--- config.mk ---
export PLATFORM = sky130hd
export DESIGN_NAME = seg_scan_flat
export DESIGN_NICKNAME = d
export VERILOG_FILES = /design/src/rtl/seg_pkg.sv /design/src/rtl/seg_scan_if.sv /design/src/rtl/seg_tick_gen.sv /design/src/rtl/seg_scan.sv /design/src/flat_wrapper.sv
export SDC_FILE = /design/constraint.sdc
export NUM_CORES = 1
export LEC_CHECK = 0
export BUFFER_PORTS_ARGS = -buffer_cell sky130_fd_sc_hd__buf_2
export CAP_MARGIN = 20
export CORE_MARGIN = 2
export CORE_UTILIZATION = 45
export CTS_CLUSTER_SIZE = 20
export DETAILED_ROUTE_END_ITERATION = 6
export PLACE_DENSITY_LB_ADDON = 0.05
export SLEW_MARGIN = 10
export SYNTH_ARGS = -nofsm -noshare
export SYNTH_HDL_FRONTEND = slang
export SYNTH_SLANG_ARGS = --single-unit
--- constraint.sdc ---
create_clock -name clk -period 2.1 [get_ports clk]
set_input_delay 0.315 -clock clk [delete_from_list [all_inputs] [get_ports clk]]
set_output_delay 0.315 -clock clk [all_outputs]
set_load 0.005 [all_outputs]
--- src/rtl/seg_pkg.sv ---
// Shared constants and the leading-zero mask helper for the 7-segment scan driver.
package seg_pkg;

    localparam int unsigned DIGIT_W    = 4;
    localparam logic [DIGIT_W-1:0] BLANK_CODE = 4'hF;
    localparam int unsigned MAX_DIGITS = 32;

    typedef logic [DIGIT_W*MAX_DIGITS-1:0] code_vec_t;
    typedef logic [MAX_DIGITS-1:0]         mask_vec_t;

    // Walks down from the top digit; a digit is dark while everything at or above it
    // is a zero without a decimal point. Digit 0 is never included.
    function automatic mask_vec_t lz_mask(input code_vec_t codes, input mask_vec_t dp,
                                          input int unsigned n, input logic en);
        mask_vec_t m;
        logic      zero_run;
        m        = '0;
        zero_run = 1'b1;
        for (int unsigned i = 0; i < MAX_DIGITS; i++) begin
            if (i + 1 < n) begin
                zero_run = zero_run && (codes[DIGIT_W*(n-1-i) +: DIGIT_W] == '0) && !dp[n-1-i];
                m[n-1-i] = zero_run && en;
            end
        end
        return m;
    endfunction

endpackage

--- src/rtl/seg_scan_if.sv ---
// Load-side frame bus and display-side scan outputs of seg_scan.
interface seg_scan_if #(
    parameter int unsigned DIGITS = 8
);
    import seg_pkg::*;

    logic                        load;
    logic [DIGIT_W*DIGITS-1:0]   digits_in;
    logic [DIGITS-1:0]           dp_in_mask;
    logic [DIGITS-1:0]           blank_mask;
    logic [DIGITS-1:0]           blink_mask;
    logic [DIGIT_W-1:0]          num;
    logic                        dp;
    logic [DIGITS-1:0]           digit_sel;
    logic                        frame_start;

    modport master (
        output load, digits_in, dp_in_mask, blank_mask, blink_mask,
        input  num, dp, digit_sel, frame_start
    );

    modport slave (
        input  load, digits_in, dp_in_mask, blank_mask, blink_mask,
        output num, dp, digit_sel, frame_start
    );

endinterface

--- src/rtl/seg_tick_gen.sv ---
// Free-running prescaler producing a one-cycle tick every SCAN_DIV clocks.
module seg_tick_gen #(
    parameter int unsigned SCAN_DIV = 1000
) (
    input  logic clk,
    input  logic rst_n,
    output logic tick
);

    localparam int unsigned CW = $clog2(SCAN_DIV);
    localparam logic [CW-1:0] CNT_LAST = CW'(SCAN_DIV - 1);

    logic [CW-1:0] cnt_q, cnt_d;

    always_comb begin
        tick  = (cnt_q == CNT_LAST);
        cnt_d = tick ? '0 : cnt_q + 1'b1;
    end

    always_ff @(posedge clk or negedge rst_n) begin
        if (!rst_n) cnt_q <= '0;
        else        cnt_q <= cnt_d;
    end

endmodule

--- src/rtl/seg_scan.sv ---
// Time-multiplexed 7-segment scan driver with double-buffered frames,
// leading-zero suppression, per-digit blanking and blink.
module seg_scan
    import seg_pkg::*;
#(
    parameter int unsigned DIGITS       = 8,
    parameter int unsigned SCAN_DIV     = 1000,
    parameter int unsigned BLINK_FRAMES = 250,
    parameter int unsigned LZ_BLANK     = 1
) (
    input  logic       clk,
    input  logic       rst_n,
    seg_scan_if.slave  bus
);

    localparam int unsigned IDX_W = (DIGITS > 1) ? $clog2(DIGITS) : 1;
    localparam int unsigned BC_W  = $clog2(BLINK_FRAMES + 1);
    localparam int unsigned CODE_W = DIGIT_W * DIGITS;
    localparam logic [IDX_W-1:0] LAST_IDX   = IDX_W'(DIGITS - 1);
    localparam logic [BC_W-1:0]  BLINK_LAST = BC_W'(BLINK_FRAMES - 1);

    logic tick;

    seg_tick_gen #(.SCAN_DIV(SCAN_DIV)) u_tick (
        .clk   (clk),
        .rst_n (rst_n),
        .tick  (tick)
    );

    logic [IDX_W-1:0]   idx_q, idx_d;
    logic               dead_q, dead_d;
    logic [CODE_W-1:0]  pend_code_q, pend_code_d;
    logic [DIGITS-1:0]  pend_dp_q, pend_dp_d;
    logic [DIGITS-1:0]  pend_blank_q, pend_blank_d;
    logic [DIGITS-1:0]  pend_blink_q, pend_blink_d;
    logic               pend_valid_q, pend_valid_d;
    logic [CODE_W-1:0]  act_code_q, act_code_d;
    logic [DIGITS-1:0]  act_dp_q, act_dp_d;
    logic [DIGITS-1:0]  act_blank_q, act_blank_d;
    logic [DIGITS-1:0]  act_blink_q, act_blink_d;
    logic [DIGITS-1:0]  act_lz_q, act_lz_d;
    logic [BC_W-1:0]    blink_cnt_q, blink_cnt_d;
    logic               blink_phase_q, blink_phase_d;
    logic [DIGIT_W-1:0] num_q, num_d;
    logic               dp_q, dp_d;
    logic [DIGITS-1:0]  sel_q, sel_d;
    logic               fs_q, fs_d;

    logic               wrap;
    logic               eff_blank;
    logic [CODE_W-1:0]  src_code;
    logic [DIGITS-1:0]  src_dp;

    always_comb begin
        idx_d         = idx_q;
        dead_d        = tick;
        pend_code_d   = pend_code_q;
        pend_dp_d     = pend_dp_q;
        pend_blank_d  = pend_blank_q;
        pend_blink_d  = pend_blink_q;
        pend_valid_d  = pend_valid_q;
        act_code_d    = act_code_q;
        act_dp_d      = act_dp_q;
        act_blank_d   = act_blank_q;
        act_blink_d   = act_blink_q;
        act_lz_d      = act_lz_q;
        blink_cnt_d   = blink_cnt_q;
        blink_phase_d = blink_phase_q;
        num_d         = BLANK_CODE;
        dp_d          = 1'b0;
        sel_d         = '1;
        fs_d          = 1'b0;
        eff_blank     = 1'b0;

        wrap     = tick && (idx_q == LAST_IDX);
        src_code = bus.load ? bus.digits_in  : pend_code_q;
        src_dp   = bus.load ? bus.dp_in_mask : pend_dp_q;

        if (tick) idx_d = wrap ? '0 : idx_q + 1'b1;

        if (bus.load) begin
            pend_code_d  = bus.digits_in;
            pend_dp_d    = bus.dp_in_mask;
            pend_blank_d = bus.blank_mask;
            pend_blink_d = bus.blink_mask;
            pend_valid_d = 1'b1;
        end

        // A load landing on the wrap tick bypasses the pending buffer straight into the frame.
        if (wrap) begin
            if (bus.load || pend_valid_q) begin
                act_code_d  = src_code;
                act_dp_d    = src_dp;
                act_blank_d = bus.load ? bus.blank_mask : pend_blank_q;
                act_blink_d = bus.load ? bus.blink_mask : pend_blink_q;
                act_lz_d    = DIGITS'(lz_mask(code_vec_t'(src_code), mask_vec_t'(src_dp),
                                              DIGITS, LZ_BLANK != 0));
            end
            pend_valid_d = 1'b0;
            if (blink_cnt_q == BLINK_LAST) begin
                blink_cnt_d   = '0;
                blink_phase_d = ~blink_phase_q;
            end else begin
                blink_cnt_d   = blink_cnt_q + 1'b1;
            end
        end

        // The cycle after a tick is dead time; otherwise present the current slot.
        if (!tick) begin
            eff_blank = act_blank_q[idx_q] | (act_blink_q[idx_q] & blink_phase_q) | act_lz_q[idx_q];
            num_d     = eff_blank ? BLANK_CODE : act_code_q[idx_q*DIGIT_W +: DIGIT_W];
            dp_d      = act_dp_q[idx_q] & ~eff_blank;
            for (int unsigned i = 0; i < DIGITS; i++) begin
                sel_d[i] = (IDX_W'(i) != idx_q);
            end
            fs_d      = dead_q && (idx_q == '0);
        end
    end

    always_ff @(posedge clk or negedge rst_n) begin
        if (!rst_n) begin
            idx_q         <= '0;
            dead_q        <= 1'b1;
            pend_code_q   <= '1;
            pend_dp_q     <= '0;
            pend_blank_q  <= '0;
            pend_blink_q  <= '0;
            pend_valid_q  <= 1'b0;
            act_code_q    <= '1;
            act_dp_q      <= '0;
            act_blank_q   <= '0;
            act_blink_q   <= '0;
            act_lz_q      <= '0;
            blink_cnt_q   <= '0;
            blink_phase_q <= 1'b0;
            num_q         <= BLANK_CODE;
            dp_q          <= 1'b0;
            sel_q         <= '1;
            fs_q          <= 1'b0;
        end else begin
            idx_q         <= idx_d;
            dead_q        <= dead_d;
            pend_code_q   <= pend_code_d;
            pend_dp_q     <= pend_dp_d;
            pend_blank_q  <= pend_blank_d;
            pend_blink_q  <= pend_blink_d;
            pend_valid_q  <= pend_valid_d;
            act_code_q    <= act_code_d;
            act_dp_q      <= act_dp_d;
            act_blank_q   <= act_blank_d;
            act_blink_q   <= act_blink_d;
            act_lz_q      <= act_lz_d;
            blink_cnt_q   <= blink_cnt_d;
            blink_phase_q <= blink_phase_d;
            num_q         <= num_d;
            dp_q          <= dp_d;
            sel_q         <= sel_d;
            fs_q          <= fs_d;
        end
    end

    assign bus.num         = num_q;
    assign bus.dp          = dp_q;
    assign bus.digit_sel   = sel_q;
    assign bus.frame_start = fs_q;

endmodule

--- src/flat_wrapper.sv ---
// flat-port wrapper written by rule: the top's interface ports become plain ports
module seg_scan_flat import seg_pkg::*;
#(
    parameter int unsigned DIGITS       = 8,
    parameter int unsigned SCAN_DIV     = 1000,
    parameter int unsigned BLINK_FRAMES = 250,
    parameter int unsigned LZ_BLANK     = 1
)
  (clk, rst_n, bus_load, bus_digits_in, bus_dp_in_mask, bus_blank_mask, bus_blink_mask, bus_num, bus_dp, bus_digit_sel, bus_frame_start);
  seg_scan_if #(.DIGITS(DIGITS)) bus_i ();
  input  logic clk;
  input  logic rst_n;
  input wire logic [$bits(bus_i.load)-1:0] bus_load;
  input wire logic [$bits(bus_i.digits_in)-1:0] bus_digits_in;
  input wire logic [$bits(bus_i.dp_in_mask)-1:0] bus_dp_in_mask;
  input wire logic [$bits(bus_i.blank_mask)-1:0] bus_blank_mask;
  input wire logic [$bits(bus_i.blink_mask)-1:0] bus_blink_mask;
  output wire logic [$bits(bus_i.num)-1:0] bus_num;
  output wire logic [$bits(bus_i.dp)-1:0] bus_dp;
  output wire logic [$bits(bus_i.digit_sel)-1:0] bus_digit_sel;
  output wire logic [$bits(bus_i.frame_start)-1:0] bus_frame_start;
  assign bus_i.load = bus_load;
  assign bus_i.digits_in = bus_digits_in;
  assign bus_i.dp_in_mask = bus_dp_in_mask;
  assign bus_i.blank_mask = bus_blank_mask;
  assign bus_i.blink_mask = bus_blink_mask;
  assign bus_num = bus_i.num;
  assign bus_dp = bus_i.dp;
  assign bus_digit_sel = bus_i.digit_sel;
  assign bus_frame_start = bus_i.frame_start;
  seg_scan #(.DIGITS(DIGITS), .SCAN_DIV(SCAN_DIV), .BLINK_FRAMES(BLINK_FRAMES), .LZ_BLANK(LZ_BLANK)) u_core (.clk(clk), .rst_n(rst_n), .bus(bus_i));
endmodule
# == Word level (Yosys, flattened, before mapping) ==
# Index checks and enable logic that the tools add are counted.
# totals
in_bits,59
register_bits,157
out_inout_bits,14
# classes
bitwise_logic,6
shifts,1
reduce_logical,35
n_eq_ne,10
add_sub_neg,3
magnitude_cmp,1
mux,34
# op_table
operator,n
8-bit 2-to-1 mux,5
32-bit 2-to-1 mux,1
32-bit by 6-bit variable part select with 4-bit output,1
4-bit zero test,7
1-bit 2-to-1 mux,20
1-bit logical AND,15
1-bit binary-select mux with 3-bit select,4
3-bit inequality test (first input constant),4
10-bit by 1-bit adder with 10-bit output (second input constant),1
10-bit equality test (second input constant),1
10-bit 2-to-1 mux,1
8-bit by 1-bit adder with 8-bit output (second input constant),1
8-bit equality test (second input constant),1
4-bit 2-to-1 mux,2
1-bit zero test,7
2-bit by 3-bit inequality test with 1-bit output (first input constant),2
3-bit by 4-bit less-than comparator with 1-bit output (second input constant),1
2-bit AND reduction,2
3-bit by 1-bit adder with 3-bit output (second input constant),1
3-bit equality test (second input constant),1
3-bit zero test,1
3-bit 2-to-1 mux,1
1-bit by 3-bit inequality test with 1-bit output (first input constant),1
3-bit nonzero test,1
other kinds (5),8

# == Depth between registers and ports, before layout ==
# Gate-level depths: netlist of run 1.
# logic_depth
word_depth,27
ltp_mapped,8

# == Hierarchy ==
# From an unflattened synthesis of run 1, not the netlist that was laid out.
# unflattened
cells_unflattened,491
area_unflattened_um2,6725.2
# modules_own_cells
module,instances,cells_per_inst,area_each_um2
seg_scan,1,449,6252.2
seg_tick_gen,1,42,473.0

# == Worst setup path after synthesis of run 1 ==
# No wires, ideal clock.
# synth_timing
path_kind,register -> register
from,register u_core.idx_q[0]
to,register u_core.act_blank_q[1]
setup_time_ns,0.128
slack_ns,0.186
arrival_time_ns,1.787
stages_incl_launch_ff,8
cell_sequence,dfrtp_1 -> ha_1 -> ha_1 -> inv_1 -> nor4_2 -> o21ai_2 -> clkbuf_1 -> mux2_1
# synth_via
elab_chain_len,3
# synth_lines
item,line_no,text
from (decl),seg_scan.sv:30,"logic [IDX_W-1:0] idx_q, idx_d;"
from (signal assigned),seg_scan.sv:141,idx_q <= idx_d;
3-bit equality test,seg_scan.sv:75,wrap = tick && (idx_q == LAST_IDX);
1-bit logical AND,seg_scan.sv:75,
2-bit AND reduction (no line),--,
to (signal assigned),seg_scan.sv:150,act_blank_q <= act_blank_d;
to (decl),seg_scan.sv:39,"logic [DIGITS-1:0] act_blank_q, act_blank_d;"
# Every way passes these cells.
# A chain may end at the register's enable or synchronous reset.

# == Final worst setup path of run 1 ==
# layout_timing
from,register u_core.idx_q[0]
to,register u_core.num_q[1] (netlist: u_core.bus.num[1])
# layout_via
elab_chain_len,7
word_cells_on_any_way,12
cone_classes,shift (1); mux (8); bitwise (3)
# layout_lines
item,line_no,text
1-bit binary-select mux with 3-bit select,seg_scan.sv:110,eff_blank = act_blank_q[idx_q] | (act_blink_q[idx_q] & blink_phase_q) | act_lz_q[idx_q];
1-bit 2-to-1 mux (not written as such),seg_scan.sv:110,
1-bit bitwise AND,seg_scan.sv:110,
1-bit OR (2 in series),seg_scan.sv:110,
4-bit 2-to-1 mux (*),seg_scan.sv:111,num_d = eff_blank ? BLANK_CODE : act_code_q[idx_q*DIGIT_W +: DIGIT_W];
4-bit 2-to-1 mux (*),seg_scan.sv:109,if (!tick) begin
net u_core.num_d[1],seg_scan.sv:44,"logic [DIGIT_W-1:0] num_q, num_d;"
to (signal assigned),seg_scan.sv:155,num_q <= num_d;
to (decl),seg_scan.sv:44,
# The timed path passes the listed nets; every way through them passes the cells marked *. The select of a mux whose other input is x is not followed.

==> results of run 1 <==
-- report_power, final --
part	leakage (nW)	total [mW]	internal, mW	switching [mW]
clock network	0.305	3.19	1.95	1.24
logic	1.54	0.375	0.175	0.200
registers	1.85	3.22	3.18	0.0392
total	3.69	6.79	5.31	1.48
-- area by class of cell --
cell class              instances  area, sq um
inverters                      11         41.3
clock buffers                  23          542
clock inverters                 9         91.3
flip-flops and latches        157         4030
repair buffers                105          708
fillers                      1265         6780
well taps                     188          235
multi-input cells             294         2620
-- synthesized netlist by cell type, drive strengths merged, types with 3 or more instances --
| cell | count |
|---|---|
| dfrtp | 80 |
| inv | 11 |
| nor4b | 5 |
| mux2i | 4 |
| mux4 | 12 |
| and2 | 3 |
| dfstp | 77 |
| nor3b | 3 |
| mux2 | 104 |
| nor3 | 8 |
| buf | 19 |
| nand4 | 4 |
| xor2 | 7 |
| o21ai | 16 |
| clkbuf | 5 |
| nand2 | 29 |
| nor4 | 7 |
| xnor2 | 4 |
| or3 | 3 |
| o31ai | 5 |
| nand3 | 13 |
| o22a | 4 |
| nor2 | 26 |
| and3 | 3 |
| o22ai | 3 |
| ha | 9 |
| a21oi | 3 |
-- metrics by stage --
step                      total power [mW]  cell area, sq um  utilization  hold slack, ns
after global routing                  7.07              8260        0.549           0.136
after detailed placement              3.66              7600        0.506           0.291
after floorplan                       3.44              6830            -          0.0194
after CTS                             6.88              8250        0.548           0.130
final                                 6.79              8260        0.549           0.144
after global placement                3.64              7600        0.506           0.286
-- kinds of logic (layout without fill, tap and decap cells) --
logic type                 after synthesis  after routing  share of synthesized area
AOI/OAI and AO/OA                       42             42                     0.0440
xor gates and xnor gates                11             11                     0.0141
buffers and inverters                   36            148                     0.0295
and+or+nand+nor                        112            112                     0.0851
muxes                                  120            120                      0.221
adders and majority gates                9              9                     0.0165
DFF                                    157            157                      0.590
-- worst register-to-register path: cells and delay by family, from the launching register on --
family,cells,cell delay (ns)
multiplexers,1,0.57
AO/OA/AOI/OAI,2,0.66
AND/OR/NAND/NOR,1,0.15
flip-flops,1,0.36
buffers and inverters,1,0.18
-- timing repair --
action | in CTS | in global routing
hold buffers | 1 | 0
hold endpoints to repair | 19 | 0
gates resized for setup | 0 | 2
endpoints found under the setup margin | 0 | 31
-- layer usage --
layer | track usage | share of wire | vias up | wire length [um]
met4 | 0.0543 | 0.011 | 0 | 154
met1 | 0.249 | 0.49 | 2074 | 6660
met3 | 0.0410 | 0.027 | 13 | 372
li1 | - | - | 1954 | -
met2 | 0.291 | 0.47 | 56 | 6400
met5 | 0 | 0 | - | 0
-- state kept, by name, indices dropped and copies added (netlist names) --
signal / count
u_core.bus.num: 4
u_core.blink_phase_q: 1
u_core.act_blink_q: 8
u_core.act_lz_q: 7
u_core.bus.dp: 1
u_core.dead_q: 1
u_core.pend_valid_q: 1
u_core.bus.frame_start: 1
u_core.idx_q: 3
u_core.pend_blink_q: 8
u_core.act_dp_q: 8
u_core.blink_cnt_q: 8
u_core.bus.digit_sel: 8
u_core.pend_dp_q: 8
u_core.pend_code_q: 32
u_core.pend_blank_q: 8
u_core.act_blank_q: 8
u_core.act_code_q: 32
u_core.u_tick.cnt_q: 10
-- worst paths after layout --
path | slack [ns] | cells past startpoint | startpoint | endpoint
max | 0.09 | 5 | u_core.idx_q[0]$_DFFE_PN0P_ | u_core.bus.num[1]$_DFF_PN1_
min | 0.14 | 2 | bus_blink_mask[3] | u_core.pend_blink_q[3]$_DFF_PN0_
max reg2reg | 0.09 | 5 | u_core.idx_q[0]$_DFFE_PN0P_ | u_core.bus.num[1]$_DFF_PN1_
min reg2reg | 0.48 | 2 | u_core.act_lz_q[5]$_DFFE_PN0P_ | u_core.act_lz_q[5]$_DFFE_PN0P_
max in group asynchronous | 1.00 | 3 | rst_n | u_core.pend_code_q[29]$_DFF_PN1_
min in group asynchronous | 0.40 | 2 | rst_n | u_core.u_tick.cnt_q[7]$_DFF_PN0_
==> flow_summary.toml, run 1 <==
[finish]
areaGrowthSynthToFinish_pct = 21.0
layout_commonest_cell = "dfrtp_1"
drive_gt1_frac = 0.489
final_nets = 654
most-common-layout-cells = "dfrtp_1, dfstp_2, buf_2"
num_antenna_cells = 0
instances_no_fill = 787

[routing]
vias_per_cell = 5.21
drt_iter0_markers = 145
dr_total_vias = 4097
drt_wl_total_mm = 13.6
post_drt_wl_per_cell_um = 17.3
dr.pass1.iters = 6
postRouteAntennaNets = 0
drcViolationCount = 0

[cts]
h-tree-depth = 4
cts_num_sinks = 157
root_buffer = "clkbuf_16"
numCtsBuffers = 17
cts_tree = "done"
cts_setup_buffers = 0
worst_skew_pair.late_latency_ns = 0.42
clkTransAtPathRegs_ns = 0.06
cts.path.max_buffers = 2

[synthesis]
synth_area_sq_mm = 0.00683
synth_fp_nets = 555
synth_cells = 487
yosys_warnings = 0
synth_seq_area_share = 0.590
synth_area_leaders = "dfstp_2, dfrtp_1, mux2_2"
ys_ff_latch = 157
synth_edf_count = 0
yosys_most_used_dff = "dfrtp_1"
async_flop_share = 1.00
yosys.area.top_type = "dfstp_2"
syn_avg_cell_area_sq_um = 14.0
synth_top_cell_area_share = 0.296
synth_cell_types = 54

[place]
place_inst = 754
pre_cts_slack_ns = 0.0525
port_buffers = 72
hpwl_mm = 9.75
gp_congestion = 0.758

[power]
power.density_mw_per_mm2 = 822
ir_drop_mv = 0.634
p_leak_nw = 3.69

[critical_path]
cpLargestDelayFamily = "compound AO/OA/AOI/OAI gates"
cp_num_buf_inv = 1
crit_path_top_delay_cell = "mux4_2"
required_ns = 2.44
max_stage_delay_ns = 0.56
worstSetupPathType = "reg2reg"
cp_cell_sequence = "buf_6 > mux4_2 > a2111oi_4 > nand2_2 > o22a_1"
cp-end-kind = "register"
start_kind = "register"
worstPathArrival_ns = 2.35
worstPathMaxFanout = 10

[floorplan]
die_height_um = 127
core_area_sq_mm = 0.0150
initial_core_util = 0.454
rows = 45
die_w_um = 127
die_area_sq_mm = 0.0162
io-pin-count = 73

[sta]
fin_ws_ns = 0.0882
grt_setup_unrepaired = "no"
setup_viol = 0
worst_pin_slew_ns = 0.487
drv_slew = 0
clock.fmax_ghz = 0.497
post-route-min-period_ns = 2.01
skew_ns = 0.00716
hold_viol_final = 0
tns_ns = 0
max-slew-margin-rel = 0.676
post-route-period-util = 0.958

[global_routing]
gr-total-overflow = 0
grt_pass1_wl_mm = 22.7
grt_max_degree = 53
grtUsageTotal = 0.182
grt_pass1_vias = 4328
antenna_found_initial = 0

[hold_path]
min_path_type = "in2reg"

[outcome]
status = "finished clean"

[job]
cap_violations = 0
No activity file was read; power rests on OpenSTA's default activity.
==> inputs of run 2 (changes only) <==
- SYNTH_HIERARCHICAL: unset -> 1
==> flow_summary.toml, run 2 <==
[outcome]
status = "finished clean"

[power]
p_clk_frac = 0.463
p_leak_nw = 3.68
swShare = 0.217
p_sw_mw = 1.45
p_int_mw = 5.23
seqPwrFrac = 0.483
ir_drop_mv = 0.675
p_comb_frac = 0.054
power_mw = 6.67
power.density_mw_per_mm2 = 816

[critical_path]
worstPathMaxFanout = 9
cp-end-kind = "register"
max_stage_delay_ns = 0.36
crit_path_top_delay_cell = "dfrtp_1"
r2r_slack_ns = 0.1
required_ns = 2.40
worstPathArrival_ns = 2.30
r2r_end = "u_core/act_blank_q[0]$_DFFE_PN0P_"
worstSetupPathType = "reg2reg"
cpMostUsedCell = "buf_4"
cp_num_buf_inv = 2
reg2regPathDepth = 8
start_kind = "register"
r2r_start = "u_core/u_tick/cnt_q[0]$_DFF_PN0_"
cp_cell_sequence = "ha_1 > nand3_1 > nor3_4 > and3_4 > o211ai_1 > buf_4 > buf_4 > mux2_2"
cpLargestDelayFamily = "simple AND/OR/NAND/NOR gates"

[finish]
final_nets = 660
final_area_sq_mm = 0.00818
drive_gt1_frac = 0.554
most-common-layout-cells = "mux2_2, dfrtp_1, dfstp_2"
final_util = 0.560
areaGrowthSynthToFinish_pct = 21.6
num_antenna_cells = 0
top_regs = "u_core/act_code_q x32, u_core/pend_code_q x32, u_core/u_tick/cnt_q x10"
instances_no_fill = 789
layout_commonest_cell = "mux2_2"

[synthesis]
ys_ff_latch = 157
syn_avg_cell_area_sq_um = 13.7
yosysMostFrequentCell = "mux2_2"
synth_top_family_by_area = "multiplexers"
async_flop_share = 1.00
yosys_most_used_dff = "dfrtp_1"
synthMuxAreaShare = 0.219
synth_area_leaders = "dfstp_2, dfrtp_1, mux2_2"
synth-compound-area-share = 0.0387
yosys_warnings = 6
synth_area_sq_mm = 0.00673
synthTopCellsByCount = "mux2_2, dfrtp_1, dfstp_2"
synth-simple-area-share = 0.0852
synth_xor_area_frac = 0.0143
synth_fp_nets = 559
synth_top_cell_area_share = 0.301
synth_fa_ha_area_frac = 0.0167
synth_seq_area_share = 0.599
yosys.area.top_type = "dfstp_2"
synth_cells = 491
synth_edf_count = 0
synth_cell_types = 49

[job]
cap_violations = 0

[floorplan]
die_w_um = 126
die_height_um = 126
core_area_sq_mm = 0.0146
io-pin-count = 73
rows = 44
initial_core_util = 0.461
die_area_sq_mm = 0.0159

[routing]
postRouteAntennaNets = 0
dr.pass1.iters = 6
post_drt_wl_per_cell_um = 16.9
vias_per_cell = 5.17
drt_wl_total_mm = 13.3
drt_iter0_markers = 225
drcViolationCount = 0
dr_total_vias = 4083

[cts]
h-tree-depth = 4
worst_skew_pair.late_latency_ns = 0.42
clkTransAtPathRegs_ns = 0.06
cts.path.max_buffers = 2
numCtsBuffers = 17
root_buffer = "clkbuf_16"
cts_tree = "done"
cts_num_sinks = 157

[sta]
skew_ns = 0.00858
post-route-period-util = 0.954
hold_viol_final = 0
drv_slew = 0
clock.fmax_ghz = 0.499
worst_pin_slew_ns = 0.430
post-route-min-period_ns = 2.00
setup_viol = 0
max-slew-margin-rel = 0.711

[hold_path]
min-delay-start = "bus_digits_in[0]"
min_to = "u_core/pend_code_q[0]$_DFF_PN1_"
holdPathStages = 2
min_path_type = "in2reg"

[global_routing]
antenna_found_initial = 0
grt_pass1_vias = 4300
grtUsageTotal = 0.180
grt_max_degree = 52
gr-total-overflow = 0
grt_pass1_wl_mm = 22.4

[place]
hpwl_mm = 9.72
place_inst = 756
placed_area_sq_mm = 0.00753
port_buffers = 72
gp_congestion = 0.786
[run 2: kinds of logic after synthesis]
| group | count (synthesis) |
|---|---|
| AOI/OAI and AO/OA | 39 |
| xor gates and xnor gates | 11 |
| adders and majority gates | 9 |
| buffers and inverters | 38 |
| DFF | 157 |
| muxes | 119 |
| and+or+nand+nor | 118 |
[run 2: worst max path at each step]
stage / startpoint / end / depth (start not counted)
after floorplan: u_core/u_tick/cnt_q[0]$_DFF_PN0_ / u_core/act_blank_q[0]$_DFFE_PN0P_ / 9
after global routing: u_core/u_tick/cnt_q[0]$_DFF_PN0_ / u_core/act_blank_q[0]$_DFFE_PN0P_ / 8
after CTS: u_core/u_tick/cnt_q[0]$_DFF_PN0_ / u_core/act_blank_q[0]$_DFFE_PN0P_ / 8
after global placement: u_core/u_tick/cnt_q[0]$_DFF_PN0_ / u_core/act_dp_q[0]$_DFFE_PN0P_ / 8
after detailed placement: u_core/u_tick/cnt_q[0]$_DFF_PN0_ / u_core/act_blank_q[2]$_DFFE_PN0P_ / 8
final: u_core/u_tick/cnt_q[0]$_DFF_PN0_ / u_core/act_blank_q[0]$_DFFE_PN0P_ / 8
[run 2: worst reg2reg max path, cell delays in order, from the launching register on]
cell	delay (ns)
dfrtp_1	0.36
ha_1	0.18
nand3_1	0.12
nor3_4	0.19
and3_4	0.28
o211ai_1	0.10
buf_4	0.18
buf_4	0.19
mux2_2	0.29
[run 2: final cells by class]
| class | instances | area (sq um) |
|---|---|---|
| sequential | 157 | 4030 |
| timing repair buffer | 105 | 704 |
| clock inverter | 11 | 103 |
| clock buffer | 21 | 514 |
| multi-input combinational | 296 | 2540 |
| inverter | 15 | 56.3 |
| fill | 1207 | 6410 |
| tap | 184 | 230 |
[run 2: stage by stage]
| stage | setup slack (ns) | hold WS, ns | TNS, ns |
|---|---|---|---|
| finish | 0.0960 | 0.147 | 0 |
| global route | -0.00544 | 0.132 | -0.0102 |
| CTS | 0.0399 | 0.124 | 0 |
| detailed placement | 0.0306 | 0.230 | 0 |
| global placement | 0.0400 | 0.229 | 0 |
| floorplan | -0.00979 | 0.0194 | -0.117 |
[run 2: what timing repair did]
action,4_1_cts,5_1_grt
gates resized for setup,1,5
pin swaps,0,1
hold endpoints to repair,30,0
hold buffers,1,0
setup buffers,0,0
setup endpoints to repair,19,62
[run 2: layer usage]
layer  part of all wire  track usage  up-vias
li1                   -            -     1932
met1               0.47        0.247     2057
met2               0.48        0.284       81
met3              0.035       0.0489       13
met4              0.012       0.0517        0
met5                  0            0        -
[run 2: power groups by stage]
stage          Clock [mW]  Combinational (mW)  Sequential (mW)
3_3_place_gp            0               0.365             3.27
3_5_place_dp            0               0.371             3.27
5_1_grt              3.32               0.406             3.23
2_1_floorplan           0               0.178             3.26
6_report             3.09               0.362             3.22
4_1_cts              3.17               0.375             3.22
==> inputs of run 3 (changes only) <==
- MAX_ROUTING_LAYER: unset -> met4
==> flow_summary.toml, run 3 (same netlist as run 2, synthesis figures left out) <==
[routing]
dr.pass1.iters = 4
vias_per_cell = 5.16
drt_wl_total_mm = 13.3
dr_total_vias = 4074
postRouteAntennaNets = 0
drt_iter0_markers = 230
post_drt_wl_per_cell_um = 16.9
drcViolationCount = 0

[global_routing]
grt_pass1_vias = 4282
antenna_found_initial = 0
grt_max_degree = 52
grtUsageTotal = 0.186
grt_pass1_wl_mm = 22.4
gr-total-overflow = 0

[floorplan]
rows = 44
core_area_sq_mm = 0.0146
die_height_um = 126
initial_core_util = 0.461
die_area_sq_mm = 0.0159
die_w_um = 126
io-pin-count = 73

[critical_path]
required_ns = 2.40
cp_cell_sequence = "ha_1 > nand3_1 > nor3_4 > and3_4 > o211ai_1 > buf_4 > buf_4 > mux2_2"
r2r_end = "u_core/act_blank_q[0]$_DFFE_PN0P_"
reg2regPathDepth = 8
start_kind = "register"
cp.depth = 8
worstSetupPathType = "reg2reg"
cp_num_buf_inv = 2
r2r_start = "u_core/u_tick/cnt_q[0]$_DFF_PN0_"
worstPathMaxFanout = 9
setup.worst_path.end = "u_core/act_blank_q[0]$_DFFE_PN0P_"
setup.worst_path.start = "u_core/u_tick/cnt_q[0]$_DFF_PN0_"
crit_path_top_delay_cell = "dfrtp_1"
max_stage_delay_ns = 0.36
cpLargestDelayFamily = "simple AND/OR/NAND/NOR gates"
cpMostUsedCell = "buf_4"
r2r_slack_ns = 0.1
worstPathArrival_ns = 2.30
cp-end-kind = "register"

[finish]
layout_commonest_cell = "mux2_2"
final_nets = 660
instances_no_fill = 789
final.fill_count = 1207
final_area_sq_mm = 0.00818
top_regs = "u_core/act_code_q x32, u_core/pend_code_q x32, u_core/u_tick/cnt_q x10"
num_antenna_cells = 0
most-common-layout-cells = "mux2_2, dfrtp_1, dfstp_2"
final_util = 0.560
drive_gt1_frac = 0.554
areaGrowthSynthToFinish_pct = 21.6

[cts]
cts_setup_buffers = 0
cts_tree = "done"
numCtsBuffers = 17
root_buffer = "clkbuf_16"
cts.path.max_buffers = 2
cts_num_sinks = 157
h-tree-depth = 4
worst_skew_pair.late_latency_ns = 0.42
clkTransAtPathRegs_ns = 0.06

[sta]
max-slew-margin-rel = 0.713
worst_pin_slew_ns = 0.427
post-route-period-util = 0.954
post-route-min-period_ns = 2.00
hold_ws_ns = 0.145
drv_slew = 0
hold_viol_final = 0
setup_viol = 0
skew_ns = 0.00848
clock.fmax_ghz = 0.499
fin_ws_ns = 0.0965
tns_ns = 0

[place]
port_buffers = 72
hpwl_mm = 9.72
pre_cts_slack_ns = 0.0306
place_inst = 756
gp_congestion = 0.797
placed_area_sq_mm = 0.00753

[power]
power_mw = 6.67
ir_drop_mv = 0.673
p_leak_nw = 3.68
power.density_mw_per_mm2 = 816

[hold_path]
min_path_type = "in2reg"
min-delay-start = "bus_digits_in[0]"

[job]
cap_violations = 0

[outcome]
status = "finished clean"
## run 3: cell counts in the layout (fill, tap and decap cells not counted)
Identical to the previous run, type by type.
## run 3: report_power, final
part           switching, mW  internal, mW  leakage, nW
logic                  0.196         0.167         1.54
clock network           1.21          1.88        0.293
registers             0.0387          3.18         1.85
total                   1.45          5.23         3.68
## run 3: layout make-up
| type | count | area (sq um) | share of cell area |
|---|---|---|---|
| flip-flops and latches | 157 | 4030 | 0.492 |
| multi-input cells | 296 | 2540 | 0.311 |
| repair buffers | 105 | 704 | 0.0862 |
| clock buffers | 21 | 514 | 0.0629 |
| well taps | 184 | 230 | 0.0282 |
| clock inverters | 11 | 103 | 0.0125 |
| inverters | 15 | 56.3 | 0.00689 |
## run 3: how the worst min path moves through the flow
stage	to	slack, ns	cells after the start
CTS	u_core/pend_code_q[0]$_DFF_PN1_	0.12	2
detailed placement	u_core/pend_blink_q[3]$_DFF_PN0_	0.23	1
global placement	u_core/pend_blink_q[4]$_DFF_PN0_	0.23	1
finish	u_core/pend_code_q[0]$_DFF_PN1_	0.15	2
global route	u_core/pend_code_q[2]$_DFF_PN1_	0.13	2
floorplan	u_core/act_blank_q[0]$_DFFE_PN0P_	0.02	0
## run 3: repair_timing
action / in CTS / in global routing
resized for setup: 1 / 5
hold buffers: 1 / 0
pin swaps: 0 / 1
hold endpoints to repair: 30 / 0
setup endpoints to repair: 19 / 63
## run 3: routing by layer
| metal | part of all wire | track usage |
|---|---|---|
| met3 | 0.034 | 0.0467 |
| met2 | 0.48 | 0.283 |
| met5 | 0 | - |
| met4 | 0.013 | 0.0556 |
| met1 | 0.47 | 0.249 |
